==> config.mk <==
export PLATFORM = sky130hd
export DESIGN_NAME = mem_bus_interface
export DESIGN_NICKNAME = d
export VERILOG_FILES = /design/src/rtl/mem_bus_interface.sv
export SDC_FILE = /design/constraint.sdc
export NUM_CORES = 1
export LEC_CHECK = 0
export BUFFER_PORTS_ARGS = -buffer_cell sky130_fd_sc_hd__buf_2
export CAP_MARGIN = 20
export CORE_MARGIN = 3
export CORE_UTILIZATION = 45
export CTS_CLUSTER_SIZE = 12
export DETAILED_ROUTE_END_ITERATION = 10
export PLACE_DENSITY = 0.71
export RECOVER_POWER = 25
export SLEW_MARGIN = 30
export SYNTH_ARGS = -nofsm -noshare
export SYNTH_HDL_FRONTEND = slang
export SYNTH_SLANG_ARGS = --single-unit
==> constraint.sdc <==
create_clock -name clock -period 5.08 [get_ports clock]
set_input_delay 0.254 -clock clock [delete_from_list [all_inputs] [get_ports clock]]
set_output_delay 0.254 -clock clock [all_outputs]
set_load 0.01 [all_outputs]
==> src/rtl/mem_bus_interface.sv <==
// Off-chip memory bus front end: posts core writes through a small write buffer and
// serialises reads behind any buffered writes onto a valid/ready bus.
module mem_bus_interface #(
    parameter int AW       = 64,
    parameter int DW       = 64,
    parameter int WB_DEPTH = 4
) (
    input  logic          clock,
    input  logic          reset,
    input  logic [AW-1:0] core_addr,
    input  logic [DW-1:0] core_wdata,
    input  logic          core_read,
    input  logic          core_write,
    output logic [DW-1:0] core_rdata,
    output logic          core_stall,
    output logic          bus_req_valid,
    input  logic          bus_req_ready,
    output logic          bus_req_we,
    output logic [AW-1:0] bus_req_addr,
    output logic [DW-1:0] bus_req_wdata,
    input  logic          bus_resp_valid,
    input  logic [DW-1:0] bus_resp_data
);

    localparam int PW = $clog2(WB_DEPTH);
    localparam int CW = PW + 1;
    localparam logic [CW-1:0] FULL_CNT = CW'(WB_DEPTH);
    localparam logic [CW-1:0] ONE_CNT  = CW'(1);

    typedef enum logic [2:0] {IDLE, DRAIN, RD_REQ, RD_WAIT, RD_DONE} state_t;
    state_t state, state_nxt;

    logic [AW-1:0] wb_addr [WB_DEPTH];
    logic [DW-1:0] wb_data [WB_DEPTH];
    logic [PW-1:0] wr_ptr, rd_ptr;
    logic [CW-1:0] wb_cnt;
    logic          wb_full, wb_empty, draining, read_busy, push, pop;

    assign wb_full   = (wb_cnt == FULL_CNT);
    assign wb_empty  = (wb_cnt == '0);
    assign draining  = ((state == IDLE) || (state == DRAIN)) && !wb_empty;
    // While a read owns the bus the core is stalled, so no new write may enter.
    assign read_busy = (state == DRAIN) || (state == RD_REQ) || (state == RD_WAIT);
    assign push      = core_write && !wb_full && !read_busy;
    assign pop       = draining && bus_req_ready;

    // Gated by reset so every output reads 0 while reset is held, even with strobes high.
    assign core_stall = reset && ((core_write && wb_full) ||
                                  (core_read && (state != RD_DONE)));

    always_comb begin
        bus_req_valid = 1'b0;
        bus_req_we    = 1'b0;
        bus_req_addr  = '0;
        bus_req_wdata = '0;
        if (draining) begin
            bus_req_valid = 1'b1;
            bus_req_we    = 1'b1;
            bus_req_addr  = wb_addr[rd_ptr];
            bus_req_wdata = wb_data[rd_ptr];
        end else if (state == RD_REQ) begin
            bus_req_valid = 1'b1;
            bus_req_addr  = core_addr;
        end
    end

    always_comb begin
        state_nxt = state;
        case (state)
            IDLE: begin
                if (core_read && !core_write)
                    state_nxt = wb_empty ? RD_REQ : DRAIN;
            end
            DRAIN: begin
                if (wb_empty || (pop && (wb_cnt == ONE_CNT)))
                    state_nxt = RD_REQ;
            end
            RD_REQ: begin
                if (bus_req_ready)
                    state_nxt = RD_WAIT;
            end
            RD_WAIT: begin
                if (bus_resp_valid)
                    state_nxt = RD_DONE;
            end
            RD_DONE: state_nxt = IDLE;
            default: state_nxt = IDLE;
        endcase
    end

    always_ff @(posedge clock or negedge reset) begin
        if (!reset) begin
            state      <= IDLE;
            wr_ptr     <= '0;
            rd_ptr     <= '0;
            wb_cnt     <= '0;
            core_rdata <= '0;
        end else begin
            state <= state_nxt;
            if (push)
                wr_ptr <= wr_ptr + 1'b1;
            if (pop)
                rd_ptr <= rd_ptr + 1'b1;
            case ({push, pop})
                2'b10:   wb_cnt <= wb_cnt + 1'b1;
                2'b01:   wb_cnt <= wb_cnt - 1'b1;
                default: ;
            endcase
            if ((state == RD_WAIT) && bus_resp_valid)
                core_rdata <= bus_resp_data;
        end
    end

    // Buffer storage carries data only; occupancy is tracked by the pointers and count.
    always_ff @(posedge clock) begin
        if (push) begin
            wb_addr[wr_ptr] <= core_addr;
            wb_data[wr_ptr] <= core_wdata;
        end
    end

endmodule
==> impl_metrics.toml, run 1 <==
[status]
status = "complete, but fails checks"
violations = "capacitance limit, slew limit"

[logic_synthesis]
ys_seq_area_frac = 0.7629
synth-edff-count = 512
synthesis.area_sq_um = 22580
yosysTopAreaCell = "edfxtp_1"
synth_flop_cell = "edfxtp_1"
synthTopCellsByArea = "edfxtp_1 68%, mux4_2 13%, dfrtp_1 8.2%"
synth_top_area_share = 0.6809
async_flop_share = 0.1263
syn-num-nets = 1372
netlist-cell-type-count = 33
yosys_warnings = 0
ys_seq_elements = 586
syn_inst = 1165
syn-mean-instance-area_sq_um = 19.38

[worst_setup_path]
worstReg2RegEnd = "wb_data[3][22]"
reg2reg_depth = 6
cp_max_fo = 37
critical_path_class = "flop to primary output"
cpMaxStageDelayCell = "and2_2"
timing.rr.start = "wb_cnt[0]"
timing.reg2reg.setup_slack_ps = 2260
start_kind = "flop"
endpoint_kind = "primary output"
path_cells = "inv_1, ha_1, nand2b_2, and2_2, buf_4, a22o_1, buf_2"
required_ps = 4830
crit_arrival_ps = 3080
slowest_delay_ps = 670

[global_route]
grt_pass1_wl_microns = 83810
grt_overflow = 0
grt_pass1_vias = 14280
antenna_found_initial = 4
grt_util_all_layers = 0.2037
grt_max_degree = 73

[clock_tree]
path_clk_slew_ps = 60
worstSkewPairLatency_ps = 600
cts_sinks = 586
tritoncts = "yes"
root_buffer = "clkbuf_16"
cts_buffer_depth = 3
cts_max_level = 2
cts_buffers = 59

[detailed_routing]
drt-initial-drc-count = 896
drt_wl_total_microns = 53900
dr.pass1.iters = 5
routedWlPerCell_microns = 21.83
viasPerCell = 5.396
drc_errors = 0
vias = 13323
ant_nets = 0

[placement]
portBuffers = 392
dp_hpwl_microns = 31030
gp_congestion = 0.8386

[timing]
fin_skew_ps = 21.10
maxSlewViolCount = 31
hold_viol = 0
rsz0062_at_grt = "false"
maxSlewHeadroom = -0.07564
worst_pin_slew_ps = 1613
fin_tns_setup_ps = 0
period_minus_slack_ps = 3333
fin_crit_sh = 0.6560
finalSetupViolations = 0
holdWs_ps = 149.4
fmax_mhz = 300.1

[pwr]
p_leak_uw = 0.01097
vdd_ir_drop_max_v = 0.0004103
finalPower_uw = 16030
powerDensity_nw_per_um2 = 556.0

[min_path]
min_path_cells = 4
holdPathEnd = "state[0]"
hp-start = "bus_resp_valid"
hp-class = "input pin to flop"

[cells_and_area]
fill_cells = 3688
drive_gt1_frac = 0.2998
fin_nets = 1967
area_growth_pct = 27.72

[floorplanning]
ios = 393
core_area_sq_um = 49250
dieWidth_microns = 230.0
rows = 81
die_h_microns = 230.0
die_area_sq_um = 52900
initial_utilization = 0.4585

[job]
maxCapViolCount = 1
==> critical path: cells and delay by family, from the launching register on <==
kind                     cells  cell delay (ps)
buffers and inverters        3              830
adder cells (fa/ha/maj)      1              240
flip-flops                   1              410
AO/OA/AOI/OAI                1              220
AND/OR/NAND/NOR              2              750
==> worst max path at each step <==
stage / depth (start not counted) / startpoint / to / slack (ps)
final: 7 / wb_cnt[0] / bus_req_addr[11] / 1750
after global routing: 7 / wb_cnt[0] / bus_req_addr[11] / 1580
after CTS: 7 / wb_cnt[0] / bus_req_addr[11] / 1680
after detailed placement: 6 / wb_cnt[0] / wb_data[3][23] / 2210
after global placement: 6 / wb_cnt[0] / wb_data[3][57] / 2240
after floorplan: 5 / wb_cnt[0] / wb_addr[0][0] / 640
==> timing repair <==
action                                 4_1_cts  5_1_grt
setup buffers                                0        0
endpoints found under the hold margin      604        0
gates resized for setup                      0        0
hold buffers                               193        0
==> per-stage QoR <==
step                      cell area [sq um]  cells  setup WS (ps)    util
after floorplan                       22580   1165          636.8       -
after global placement                25250   2168           2245  0.5127
after detailed placement              25290   2170           2212  0.5135
after CTS                             28940   2465           1684  0.5875
after global routing                  28840   2468           1578  0.5855
final                                 28840   2469           1747  0.5855
==> flip-flops by register name (all words and copies together), names as in the netlist <==
signal and flops:
core_rdata 64, rd_ptr 2, state 3, wb_addr 256, wb_cnt 3, wb_data 256
wr_ptr 2
==> cell families (layout without fill, tap and decap cells) <==
logic type,Yosys count,count (layout),synth area share
adders and majority gates,9,9,0.004987
DFF,586,586,0.7629
AOI/OAI and AO/OA,75,75,0.02831
other,0,4,0
and+or+nand+nor,280,280,0.05541
xor gates and xnor gates,6,6,0.002327
muxes,129,129,0.1281
buffers and inverters,80,716,0.01801
==> per-layer routing <==
| metal | up-vias | track usage | wire length (microns) |
|---|---|---|---|
| li1 | 5816 | - | - |
| met5 | - | 0 | 0 |
| met4 | 0 | 0.06430 | 1445 |
| met3 | 98 | 0.05538 | 4257 |
| met2 | 549 | 0.3399 | 26670 |
| met1 | 6860 | 0.2623 | 21530 |
==> layout by cell type (no fill, tap or decap), types with 2 or more instances in the layout <==
master / count
buf_4: 14
clkbuf_16: 60
dfrtp_1: 72
nor2_1: 3
nand2_1: 199
clkinv_1: 7
clkbuf_8: 2
edfxtp_1: 512
buf_12: 8
dfrtp_4: 2
diode_2: 4
inv_6: 2
clkinv_2: 5
xnor2_1: 4
mux4_2: 128
and2_2: 2
a22o_1: 64
dlygate4sd3_1: 193
clkbuf_1: 109
buf_2: 308
inv_1: 6
and3_1: 65
and2_4: 4
o21ai_0: 3
xor2_1: 2
ha_1: 9
==> layout make-up <==
type	count	area, sq um	share of cell area
Antenna cell	4	10.01	0.0003471
Clock buffer	87	1623	0.05627
Clock inverter	15	88.84	0.003080
Inverter	7	28.78	0.0009978
Multi-Input combinational cell	499	4971	0.1724
Sequential cell	586	17230	0.5976
Tap cell	664	830.8	0.02881
Timing Repair Buffer	607	4054	0.1406
==> report_power, final <==
part	leakage [uW]	internal (uW)	switching, uW
Clock	0.000833	2200	1710
Combinational	0.00457	2530	3140
Sequential	0.00557	6110	345
==> Yosys cell counts, types with 2 or more instances <==
cell type	instances
a22o_1	64
and2_1	6
and3_1	65
buf_1	18
buf_2	13
buf_4	2
buf_6	11
clkbuf_1	29
dfrtp_1	74
edfxtp_1	512
ha_1	9
inv_1	7
mux4_2	128
nand2_1	199
nor2_1	4
o21ai_0	3
xnor2_1	4
xor2_1	2
Power figures use the tool's default switching activity.
==> run 2: changes to the inputs <==
PLACE_DENSITY = 0.74   (was 0.71)
clock period = 2.95 ns   (was 5.08 ns; I/O delays follow)
==> run 2 against run 1 <==
  * The run now ends clean
  * Sequential power grew 72%
  * Utilization grew 0.85 points
  * Via count fell by 0.84%
  * Worst hold slack worse by 76 ps
  * Clock-buffer cell count grew 5
  * Setup slack lost 1600 ps
  * Non-clock buffer count increased by 17
  * Critical path depth down 3
  * Clock power increased by 77%
  * Die area is the same
  * Critical path type unchanged
  * Largest cell class unchanged
==> impl_metrics.toml, run 2 (synthesized netlist as in run 1, its figures left out) <==
[cells_and_area]
largestRegisters = "wb_addr (256), wb_data (256), core_rdata (64)"
mostFrequentLayoutCell = "edfxtp_1"
fin_nets = 1984
drive_gt1_frac = 0.3048
finalCoreUtilization = 0.5941
final_cell_mix = "512 x edfxtp_1, 303 x buf_2, 199 x nand2_1"
area_growth_pct = 29.58

[pwr]
vdd_ir_drop_max_v = 0.0006429
p_sw_frac = 0.3149
pwr-share-seq = 0.399
p_sw_uw = 8791
combPwrFrac = 0.354
clockPowerShare = 0.247
p_leak_uw = 0.01114
powerDensity_nw_per_um2 = 954.0
p_int_uw = 19120

[global_route]
grt_pass1_wl_microns = 81160
grt_overflow = 0
grt_util_all_layers = 0.1983
grt_max_degree = 66
antenna_found_initial = 6
grt_pass1_vias = 14002

[floorplanning]
die_h_microns = 230.0
core_area_sq_um = 49250
initial_utilization = 0.4585
dieWidth_microns = 230.0
die_area_sq_um = 52900
rows = 81
ios = 393

[clock_tree]
worstSkewPairLatency_ps = 590
cts_max_level = 2
cts_sinks = 586
cts_buffer_depth = 3
cts_buffers = 59
path_clk_slew_ps = 60
root_buffer = "clkbuf_16"
tritoncts = "yes"
post_cts_buffers = 0

[worst_setup_path]
endpoint_kind = "primary output"
slowest_delay_ps = 700
crit_end = "bus_req_wdata[35]"
worstSetupStartpoint = "rd_ptr[0]"
reg2reg_depth = 6
timing.reg2reg.setup_slack_ps = 670
path_cells = "buf_4, mux4_2, and3_1, buf_2"
cpMaxStageDelayCell = "dfrtp_4"
critPathTopFamily = "flip-flops"
worstReg2RegEnd = "wb_data[0][13]"
cp_max_fo = 16
required_ps = 2800
cp_num_buf_inv = 2
critical_path_class = "flop to primary output"
timing.rr.start = "wb_cnt[0]"
start_kind = "flop"
crit_arrival_ps = 2610
worst-path-stages = 4

[status]
status = "complete, no violations"

[detailed_routing]
drt-initial-drc-count = 1047
drt_wl_total_microns = 52520
vias = 13211
top_layer_used = "met4"
dr_wl_met2_microns = 26750
dr.pass1.iters = 7
met1_length_microns = 20640
ant_nets = 0
wl_met3_microns = 3742
viasPerCell = 5.301
routedWlPerCell_microns = 21.08
drc_errors = 0

[timing]
finalSetupViolations = 0
setup_slack_ps = 188.1
rsz0062_at_grt = "false"
maxSlewHeadroom = 0.5546
fin_crit_sh = 0.9362
worst_pin_slew_ps = 668.1
fin_tns_setup_ps = 0
period_minus_slack_ps = 2762
maxSlewViolCount = 0
fin_skew_ps = 13.06
fmax_mhz = 362.1
hold_viol = 0

[placement]
gp_congestion = 0.7982
portBuffers = 392
post-place-ws_ps = 655.0
dp_hpwl_microns = 31910

[job]
maxCapViolCount = 0

[min_path]
hp-class = "input pin to asynchronous set/reset pin"
==> run 2: cell count changes in the layout (fill, tap and decap cells not counted), moves of 2 or more <==
cell           previous run  this run
clkbuf_8                  2         5
buf_12                    8        24
inv_6                     2         0
dlygate4sd3_1           193       195
clkbuf_1                109       114
buf_2                   308       303
diode_2                   4         7
clkinv_1                  7         5
==> run 2: per-stage QoR <==
step | hold slack, ps | total power [uW] | cell area, sq um | instances
finish | 72.86 | 27910 | 29260 | 2492
global route | 49.38 | 29360 | 29260 | 2491
CTS | 19.56 | 28190 | 29350 | 2485
detailed placement | 156.4 | 21010 | 25600 | 2185
global placement | 150.5 | 20790 | 25600 | 2185
floorplan | -148.1 | 17330 | 22590 | 1165
==> run 2: layer usage <==
| metal | vias up | global-route usage |
|---|---|---|
| met5 | - | 0 |
| met2 | 560 | 0.3390 |
| li1 | 5849 | - |
| met4 | 0 | 0.06489 |
| met3 | 96 | 0.04311 |
| met1 | 6706 | 0.2546 |
==> run 2: worst min-delay path by stage <==
stage | slack [ps] | cells after the start | startpoint | endpoint
floorplan | -150 | 0 | reset | core_rdata[0]
global placement | 150 | 1 | reset | core_rdata[11]
detailed placement | 160 | 1 | reset | core_rdata[11]
CTS | 20 | 4 | core_write | wr_ptr[1]
global route | 50 | 3 | core_write | wr_ptr[0]
finish | 70 | 2 | reset | core_rdata[7]
==> run 2: timing repair <==
| item | 4_1_cts | 5_1_grt |
|---|---|---|
| gates resized for setup | 0 | 1 |
| hold buffers | 195 | 0 |
| endpoints found under the setup margin | 0 | 3 |
| endpoints found under the hold margin | 616 | 0 |
==> run 2: power by group through the flow <==
stage	clock (uW)	combinational (uW)	sequential (uW)
detailed placement	0	9700	11300
global route	7420	10700	11300
floorplan	0	6070	11300
CTS	7090	9960	11100
finish	6890	9880	11100
global placement	0	9580	11200
==> run 2: worst register-to-register path: cells and delay by family (launching register included) <==
family / cells / cell delay (ps)
simple gates: 2 / 650
flops: 1 / 400
buf+inv: 2 / 400
compound gates: 1 / 290
fa+ha+maj: 1 / 230
==> run 2: area by class of cell <==
| type | instances | area, sq um |
|---|---|---|
| Sequential cell | 586 | 17230 |
| Clock buffer | 92 | 1693 |
| Inverter | 7 | 26.28 |
| Multi-Input combinational cell | 499 | 4972 |
| Timing Repair Buffer | 624 | 4384 |
| Antenna cell | 7 | 17.52 |
| Clock inverter | 13 | 102.6 |
| Tap cell | 664 | 830.8 |
| Fill cell | 3532 | 19990 |
==> run 3: changes to the inputs <==
PLACE_DENSITY = unset   (was 0.74)
PLACE_DENSITY_LB_ADDON = 0.12   (was unset)
==> run 3 against run 2 <==
  * First-iteration DRC count shrank 35%
  * Setup slack improved by 26 ps
  * Global-route usage increased by 0.83 points
  * Wire length rose by 4.1%
  * Clock skew is 0.90 ps higher
==> impl_metrics.toml, run 3 (synthesized netlist as in run 1, its figures left out) <==
[worst_setup_path]
critPathTopFamily = "flip-flops"
cpMaxStageDelayCell = "dfrtp_4"
crit_arrival_ps = 2590
endpoint_kind = "primary output"
cp_num_buf_inv = 2
start_kind = "flop"
cp_max_fo = 21
path_cells = "buf_12, mux4_2, a22o_1, buf_2"
timing.reg2reg.setup_slack_ps = 760
critical_path_class = "flop to primary output"
required_ps = 2800
slowest_delay_ps = 740

[global_route]
grt_pass1_vias = 13994
grt_overflow = 0
grt_util_all_layers = 0.2066
grt_pass1_wl_microns = 83820
grt_max_degree = 79
antenna_found_initial = 6

[cells_and_area]
fin_nets = 1980
final_cell_mix = "512 x edfxtp_1, 304 x buf_2, 199 x nand2_1"
mostFrequentLayoutCell = "edfxtp_1"
area_growth_pct = 29.08
drive_gt1_frac = 0.3037
largestRegisters = "wb_addr (256), wb_data (256), core_rdata (64)"
finalCoreUtilization = 0.5918

[placement]
gp_congestion = 0.8616
portBuffers = 392
dp_hpwl_microns = 32120

[pwr]
powerDensity_nw_per_um2 = 967.4
vdd_ir_drop_max_v = 0.0005211
p_leak_uw = 0.01110
finalPower_uw = 28200

[detailed_routing]
drt_wl_total_microns = 54680
viasPerCell = 5.229
drc_errors = 0
drt-initial-drc-count = 680
ant_nets = 0
routedWlPerCell_microns = 22.01
vias = 12989
dr.pass1.iters = 5

[timing]
fin_skew_ps = 13.97
hold_viol = 0
fin_tns_setup_ps = 0
maxSlewViolCount = 0
rsz0062_at_grt = "false"
maxSlewHeadroom = 0.3989
fmax_mhz = 365.5
finalSetupViolations = 0
fin_crit_sh = 0.9274
period_minus_slack_ps = 2736
worst_pin_slew_ps = 896.1

[floorplanning]
rows = 81
die_h_microns = 230.0
die_area_sq_um = 52900
core_area_sq_um = 49250
initial_utilization = 0.4585
ios = 393
dieWidth_microns = 230.0

[job]
maxCapViolCount = 0

[clock_tree]
cts_buffers = 60
post_cts_buffers = 0
tritoncts = "yes"
worstSkewPairLatency_ps = 600
cts_sinks = 586
cts_max_level = 2
path_clk_slew_ps = 60
cts_buffer_depth = 3
root_buffer = "clkbuf_16"

[status]
status = "complete, no violations"

[min_path]
hp-class = "input pin to flop"
-- run 3: timing repair --
action,CTS,global route
endpoints found under the hold margin,601,0
gates resized for setup,0,0
hold buffers,194,0
-- run 3: area by class of cell --
class                      count  area, sq um
fill                        3766        20110
sequential                   586        17230
multi-input combinational    499         4971
timing repair buffer         619         4254
clock buffer                  87         1697
tap                          664        830.8
clock inverter                16        121.4
inverter                       7        26.28
antenna                        6        15.01
-- run 3: path summary, 6_finish.rpt --
path / start / endpoint / depth (start not counted)
worst max-delay path: rd_ptr[0] / bus_req_addr[19] / 4
worst min-delay path: core_write / wr_ptr[0] / 3
worst max register to register: wb_cnt[0] / wb_addr[2][2] / 6
worst min register to register: core_rdata[20] / core_rdata[20] / 2
max in group asynchronous: reset / rd_ptr[1] / 3
min in group asynchronous: reset / core_rdata[48] / 2
-- run 3: layer usage --
metal / GRT usage / vias up / routed length [microns]
li1: - / 5833 / -
met1: 0.2661 / 6597 / 22320
met2: 0.3514 / 466 / 27120
met3: 0.04336 / 93 / 3610
met4: 0.07093 / 0 / 1630
met5: 0 / - / 0
-- run 3: worst reg2reg max path, stage by stage, from the launching register on --
cell	delay, ps
dfrtp_1	410
inv_1	80
ha_1	240
nand2_1	70
o211a_1	290
and2_4	220
buf_12	410
-- run 3: stage by stage --
step	hold WS (ps)	instances	worst slack [ps]	cell area (sq um)
after floorplan	-148.1	1165	-63.35	22590
after global placement	166.6	2181	763.3	25480
after detailed placement	168.3	2181	752.3	25480
after CTS	26.56	2478	90.90	29240
after global routing	71.25	2483	43.24	29150
final	73.69	2484	214.0	29150
-- run 3: report_power, final --
part / internal, uW / switching (uW)
sequential: 10500 / 684
clock: 4110 / 2930
combinational: 4550 / 5400
total: 19200 / 9010
